--- src/rtl/d5m_config_sequencer.sv ---
// Writes the six-entry D5M sensor start-up register table through an external I2C byte master.
// Build option: define D5M_CFG_RETRY_EN to retry a NACKed entry up to three times.
module d5m_config_sequencer #(
  parameter int         GAP_CC     = 1000,
  parameter int         TIMEOUT_CC = 100000,
  parameter logic [7:0] DEV_ADDR   = 8'hBA
) (
  input  logic        piul1Clock,
  input  logic        piul1Reset,
  input  logic        piul1Start,
  input  logic [15:0] piul16Exposure,
  output logic        poul1Busy,
  output logic        poul1Done,
  output logic        poul1Error,
  output logic [2:0]  poul3Index,
  output logic        poul1I2cReq,
  output logic [7:0]  poul8I2cDevAddr,
  output logic [7:0]  poul8I2cRegAddr,
  output logic [15:0] poul16I2cData,
  input  logic        piul1I2cAck,
  input  logic        piul1I2cNack
);

  localparam logic [2:0] ST_IDLE  = 3'd0;
  localparam logic [2:0] ST_GAP   = 3'd1;
  localparam logic [2:0] ST_REQ   = 3'd2;
  localparam logic [2:0] ST_WAIT  = 3'd3;
  localparam logic [2:0] ST_DONE  = 3'd4;
  localparam logic [2:0] ST_ERROR = 3'd5;

  localparam logic [2:0] LAST_IDX = 3'd5;

  localparam int GAP_W = (GAP_CC > 1) ? $clog2(GAP_CC) : 1;
  localparam int TMO_W = (TIMEOUT_CC > 1) ? $clog2(TIMEOUT_CC) : 1;
  localparam logic [GAP_W-1:0] GAP_LAST = GAP_W'(GAP_CC - 1);
  localparam logic [GAP_W-1:0] GAP_ONE  = GAP_W'(1);
  localparam logic [GAP_W-1:0] GAP_ZERO = GAP_W'(0);
  localparam logic [TMO_W-1:0] TMO_LAST = TMO_W'(TIMEOUT_CC - 1);
  localparam logic [TMO_W-1:0] TMO_ONE  = TMO_W'(1);
  localparam logic [TMO_W-1:0] TMO_ZERO = TMO_W'(0);

  logic [2:0]       state_r;
  logic [GAP_W-1:0] gap_cnt_r;
  logic [TMO_W-1:0] tmo_cnt_r;
  logic [2:0]       index_r;
  logic             req_r;
  logic             busy_r;
  logic             done_r;
  logic             error_r;
  logic [7:0]       dev_addr_r;
  logic [7:0]       reg_addr_r;
  logic [15:0]      data_r;

  logic [7:0]       tbl_reg_s;
  logic [15:0]      tbl_data_s;
  logic             idle_like_s;
  logic             retry_ok_s;

  assign idle_like_s = (state_r == ST_IDLE) || (state_r == ST_DONE) || (state_r == ST_ERROR);

  // Register/data pair for the entry selected by the current index.
  always_comb begin
    tbl_reg_s  = 8'h00;
    tbl_data_s = 16'h0000;
    case (index_r)
      3'd0: begin tbl_reg_s = 8'h0D; tbl_data_s = 16'h0001;       end
      3'd1: begin tbl_reg_s = 8'h0D; tbl_data_s = 16'h0000;       end
      3'd2: begin tbl_reg_s = 8'h20; tbl_data_s = 16'hC000;       end
      3'd3: begin tbl_reg_s = 8'h09; tbl_data_s = piul16Exposure; end
      3'd4: begin tbl_reg_s = 8'h05; tbl_data_s = 16'h0000;       end
      3'd5: begin tbl_reg_s = 8'h06; tbl_data_s = 16'h0019;       end
      default: begin tbl_reg_s = 8'h00; tbl_data_s = 16'h0000;    end
    endcase
  end

`ifdef D5M_CFG_RETRY_EN
  logic [1:0] retry_cnt_r;

  assign retry_ok_s = (retry_cnt_r != 2'd3);

  // NACKed attempts of the current entry; cleared on a new sequence or an ACK.
  always_ff @(posedge piul1Clock or posedge piul1Reset) begin
    if (piul1Reset) begin
      retry_cnt_r <= 2'd0;
    end else if (idle_like_s && piul1Start) begin
      retry_cnt_r <= 2'd0;
    end else if (state_r == ST_WAIT && piul1I2cNack) begin
      if (retry_ok_s) begin
        retry_cnt_r <= retry_cnt_r + 2'd1;
      end else begin
        retry_cnt_r <= retry_cnt_r;
      end
    end else if (state_r == ST_WAIT && piul1I2cAck) begin
      retry_cnt_r <= 2'd0;
    end else begin
      retry_cnt_r <= retry_cnt_r;
    end
  end
`else
  assign retry_ok_s = 1'b0;
`endif

  // Sequencer FSM; every output is a flop so the I2C fields are glitch-free while Req is high.
  always_ff @(posedge piul1Clock or posedge piul1Reset) begin
    if (piul1Reset) begin
      state_r    <= ST_IDLE;
      gap_cnt_r  <= GAP_ZERO;
      tmo_cnt_r  <= TMO_ZERO;
      index_r    <= 3'd0;
      req_r      <= 1'b0;
      busy_r     <= 1'b0;
      done_r     <= 1'b0;
      error_r    <= 1'b0;
      dev_addr_r <= 8'h00;
      reg_addr_r <= 8'h00;
      data_r     <= 16'h0000;
    end else begin
      case (state_r)
        ST_IDLE, ST_DONE, ST_ERROR: begin
          if (piul1Start) begin
            state_r   <= ST_GAP;
            gap_cnt_r <= GAP_ZERO;
            index_r   <= 3'd0;
            busy_r    <= 1'b1;
            done_r    <= 1'b0;
            error_r   <= 1'b0;
          end
        end
        ST_GAP: begin
          if (gap_cnt_r == GAP_LAST) begin
            // Exposure is captured here so a late change still lands in this attempt.
            gap_cnt_r  <= GAP_ZERO;
            state_r    <= ST_REQ;
            req_r      <= 1'b1;
            dev_addr_r <= DEV_ADDR;
            reg_addr_r <= tbl_reg_s;
            data_r     <= tbl_data_s;
          end else begin
            gap_cnt_r <= gap_cnt_r + GAP_ONE;
          end
        end
        ST_REQ: begin
          state_r   <= ST_WAIT;
          tmo_cnt_r <= TMO_ZERO;
        end
        ST_WAIT: begin
          if (piul1I2cNack) begin
            req_r <= 1'b0;
            if (retry_ok_s) begin
              state_r <= ST_GAP;
            end else begin
              state_r <= ST_ERROR;
              error_r <= 1'b1;
              busy_r  <= 1'b0;
            end
          end else if (piul1I2cAck) begin
            req_r <= 1'b0;
            if (index_r == LAST_IDX) begin
              state_r <= ST_DONE;
              done_r  <= 1'b1;
              busy_r  <= 1'b0;
            end else begin
              index_r <= index_r + 3'd1;
              state_r <= ST_GAP;
            end
          end else if (tmo_cnt_r == TMO_LAST) begin
            req_r   <= 1'b0;
            error_r <= 1'b1;
            busy_r  <= 1'b0;
            state_r <= ST_ERROR;
          end else begin
            tmo_cnt_r <= tmo_cnt_r + TMO_ONE;
          end
        end
        default: begin
          state_r <= ST_IDLE;
          req_r   <= 1'b0;
          busy_r  <= 1'b0;
        end
      endcase
    end
  end

  assign poul1Busy       = busy_r;
  assign poul1Done       = done_r;
  assign poul1Error      = error_r;
  assign poul3Index      = index_r;
  assign poul1I2cReq     = req_r;
  assign poul8I2cDevAddr = dev_addr_r;
  assign poul8I2cRegAddr = reg_addr_r;
  assign poul16I2cData   = data_r;

endmodule

--- config.mk ---
export PLATFORM = sky130hd
export DESIGN_NAME = d5m_config_sequencer
export DESIGN_NICKNAME = d
export VERILOG_FILES = /design/src/rtl/d5m_config_sequencer.sv
export SDC_FILE = /design/constraint.sdc
export NUM_CORES = 1
export LEC_CHECK = 0
export ABC_AREA = 1
export BUFFER_PORTS_ARGS = -buffer_cell sky130_fd_sc_hd__buf_2
export CAP_MARGIN = 5
export CORE_ASPECT_RATIO = 1.5
export CORE_MARGIN = 1.5
export CORE_UTILIZATION = 45
export CTS_BUF_LIST = sky130_fd_sc_hd__clkbuf_2
export CTS_CLUSTER_DIAMETER = 40
export DETAILED_ROUTE_END_ITERATION = 8
export PLACE_DENSITY = 0.67
export RECOVER_POWER = 25
export SYNTH_ARGS = -nofsm -noshare
export SYNTH_HDL_FRONTEND = slang
export SYNTH_SLANG_ARGS = --single-unit
--- constraint.sdc ---
create_clock -name piul1Clock -period 2.08 [get_ports piul1Clock]
set_input_delay 0.104 -clock piul1Clock [delete_from_list [all_inputs] [get_ports piul1Clock]]
set_output_delay 0.104 -clock piul1Clock [all_outputs]
set_load 0.02 [all_outputs]
==> metrics.md <==
| Metric | Value |
|---|---|
| Pre-antenna DRT Iters | 4 |
| Final setup TNS | 0 ns |
| Int Power | ~1800 µW |
| Crit end category | register |
| Capture point of the worst reg-to-reg path | poul1Error |
| Power density over the cells | 769 nW/µm² |
| Clock skew | 0.0296 ns |
| Routed vias/inst | a little under 5 |
| Most Frequent Cell on Critical Path | nand2_1 |
| H-tree levels | 3 |
| Cell variety after synth | 39 |
| LEAKAGE | roughly 0.002 µW |
| Start of the worst register-to-register path | tmo_cnt_r[0] |
| CP Buf/Inv Count | 1 |
| Drt wl/cell | between 10 and 15 µm |
| Die span in x | roughly 73 µm |
| Vias in the first global route | around 2800 |
| Clock share of power | 22.6% |
| Via count | 2943 |
| Hold wc startpoint | piul1I2cAck |
| GRT Util Overall | 19.9% |
| Fin. max-slew vios | 0 |
| 1st-iter DRT viols | about 160 |
| CTS tree | done |
| Fin area | 3940 µm² |
| R2r setup slk | roughly 0.13 ns |
| Row Count | 38 |
| Worst VDD drop | just over 0.3 mV |
| Final hold vios | 0 |
| Share of the synthesized area in the top cell type | 44.5% |
| Area Overhead vs Synth | 18.8% |
| Detailed Place HPWL | about 5.3 mm |
| Status | complete, no violations |
| Port Buffers | between 50 and 60 |
| Pin count of the biggest net entering global routing | 39 |
| RSZ-0062 raised after global routing | false |
| FILL cells | 695 |
| Post-layout min period | around 1.9 ns |
| Delay-heaviest family, CP | buffers and inverters |
| P_sw | about 1200 µW |
| Remaining antenna violation count | 0 |
| Worst hold path class | primary input to register |
| I/O pin total | 60 |
| Diode count | 0 |
| Non-filler instance count after layout | about 610 |
| End point of the worst hold path | poul1Done |
| CP Depth | 8 |
| Final setup margin | about 0.13 ns |
| Period utilisation layout | roughly 94% |
| Final RePlAce weighted congestion | 0.906 |
| Worst-margin pin slew | about 0.9 ns |
| Yosys warning count | 0 |
| Post-Syn Instances | roughly 430 |
| Global-route wire length before repair | between 10 and 15 mm |
| Core area | 7180 µm² |
| Clk root buf | clkbuf_2 |
| Top cell type by total area after synthesis | dfrtp_1 |
| Worst Path Required | approximately 2.5 ns |
| Maxcap violations | 0 |
| Fmax | about 0.51 GHz |
| Die ar. | just under 8000 µm² |
| Post-CTS Setup Bufs | 0 |
| Synth area leaders | dfrtp_1 45%, nand2_1 16%, nand3_1 4.5% |
| Layout cells sized above 1 | between 15 and 20% |
| Max Fanout on Critical Path | 4 |
| WHS Path Cells | 4 |
| Post-synth top cells | 145 x nand2_1, 59 x dfrtp_1, 36 x inv_1 |
| Critical path type | register to register |
| Combinational share of power | around a third |
| Setup Slack @ Placement | between 0.3 and 0.4 ns |
| Arr. time, crit path | 2.31 ns |
| Die span in y | 108 µm |
| Setup Viol. Count Final | 0 |
| Count leader, synth | nand2_1 |
| Sequential share of the synthesized area | approximately 45% |
| Sequential share of power | about 46% |
| Global route overflow | 0 |
| Sw Ratio | between 30% and 40% |
| Bufs on Longest Clock Path | 2 |
| Total CTS buffers | 9 |
| FF-to-FF path depth | 8 |
| Placed Area | about 3600 µm² |
| Initial antenna violation count | 0 |
| Post-synth ARST share | between 90% and 100% |
| Nets | about 530 |
| Clock Pin Slew Worst Setup and Hold Paths | approximately 0.16 ns |
| Post-synth EDFFs | 0 |
| Syn_area_per_cell | 7.78 µm² |
| Final wirelength | about 7.2 mm |
| Initial core utilization | approximately 46% |
| Synth Cell Area | roughly 3300 µm² |
| CP max-delay cell | dlygate4sd3_1 |
| CP peak stage delay | about 0.55 ns |
| Placed insts | ~570 |
| Synth Register Bits | 59 |
| Drc violations | 0 |
| Synth Flop Type | dfrtp_1 |
| Startpoint Class | register |
| Rel. slew slack | roughly 40% |
| Critical Path, Cell by Cell | ha_1 > nand2_1 > nor2_4 > nand3_2 > nand2_2 > o21ai_0 > nand2_1 > dlygate4sd3_1 |
| Later-pin clock latency in the skew report | ~0.48 ns |
| # clock sinks | around 60 |
-- metal layers --
metal | track usage [%] | share of wire, % | up-vias
met2 | 35.0 | 54 | 52
met1 | 22.4 | 41 | 1374
met5 | 0 | 0 | -
met4 | 8.49 | 1.8 | 0
met3 | 4.66 | 3.6 | 12
li1 | - | - | 1505
-- cells in the final DEF, fill, tap and decap left out, types with 4 or more instances in the layout --
| cell | count |
|---|---|
| a21oi_1 | 7 |
| o21ai_2 | 4 |
| clkbuf_2 | 10 |
| buf_2 | 53 |
| xor2_1 | 8 |
| buf_4 | 5 |
| dlygate4sd3_1 | 20 |
| ha_1 | 7 |
| inv_2 | 6 |
| conb_1 | 6 |
| nand3_2 | 4 |
| inv_1 | 36 |
| dfrtp_1 | 59 |
| o21ai_0 | 13 |
| nand3_1 | 30 |
| nand4_1 | 7 |
| nand2_1 | 145 |
| nor2_1 | 31 |
| nor3_1 | 8 |
| o21a_1 | 5 |
| o21ai_1 | 8 |
-- kinds of logic (layout without fill, tap and decap cells) --
kind of cell,count (synthesis),in the layout,synth area share (%)
and+or+nand+nor,242,242,32.4
AOI/OAI and AO/OA,46,46,8.42
xor gates and xnor gates,11,11,2.91
buffers and inverters,60,138,8.95
other,1,6,0.113
adders and majority gates,7,7,2.64
DFF,59,59,44.5
-- stage by stage --
stage	hold WS (ns)	power, µW	utilization [%]
2_1_floorplan	0.244	2130	-
3_3_place_gp	0.161	2310	50.8
3_5_place_dp	0.165	2330	50.8
4_1_cts	0.0228	3070	55.1
5_1_grt	0.0556	3270	54.8
6_report	0.0802	3030	54.8
-- tightest hold or removal path, cell delays in order --
cell and delay (ns):
buf_2 0.11, nand2_1 0.09, nor4_1 0.06, o21a_1 0.16
-- power groups by stage --
stage	Sequential (µW)	Combinational, µW	Clock [µW]
4_1_cts	1380	975	712
3_3_place_gp	1400	915	0
6_report	1380	964	684
2_1_floorplan	1410	719	0
5_1_grt	1400	1100	773
3_5_place_dp	1400	930	0
-- worst max-delay path by stage --
stage                     slack [ns]                end          start
after global routing            0.05         poul1Error   tmo_cnt_r[0]
after detailed placement        0.33   poul16I2cData[6]   gap_cnt_r[0]
final                           0.13         poul1Error   tmo_cnt_r[0]
after CTS                       0.14         poul1Error   tmo_cnt_r[0]
after floorplan                 0.41  poul16I2cData[11]  poul3Index[1]
after global placement          0.36  poul16I2cData[10]   gap_cnt_r[0]
-- cell type report --
cell class / count / area, µm² / share of cell area (%)
clock inverter: 7 / 58.8 / 1.49
multi-input combinational: 312 / 1560 / 39.6
inverter: 43 / 164 / 4.16
sequential: 59 / 1480 / 37.5
timing repair buffer: 79 / 508 / 12.9
tap: 100 / 125 / 3.18
clock buffer: 9 / 45.0 / 1.14
-- flip-flops by register name, summed over array words and instances (netlist names) --
name             flops
gap_cnt_r           10
poul16I2cData       16
tmo_cnt_r           17
poul1Done            1
poul8I2cDevAddr      1
poul1Error           1
poul8I2cRegAddr      5
state_r              3
poul1I2cReq          1
poul3Index           3
poul1Busy            1
-- timing repair --
item | in CTS | in global routing
hold buffers | 20 | 0
resized for setup | 0 | 0
endpoints found under the hold margin | 41 | 0
Note: power is estimated with default switching activity, not from simulation.
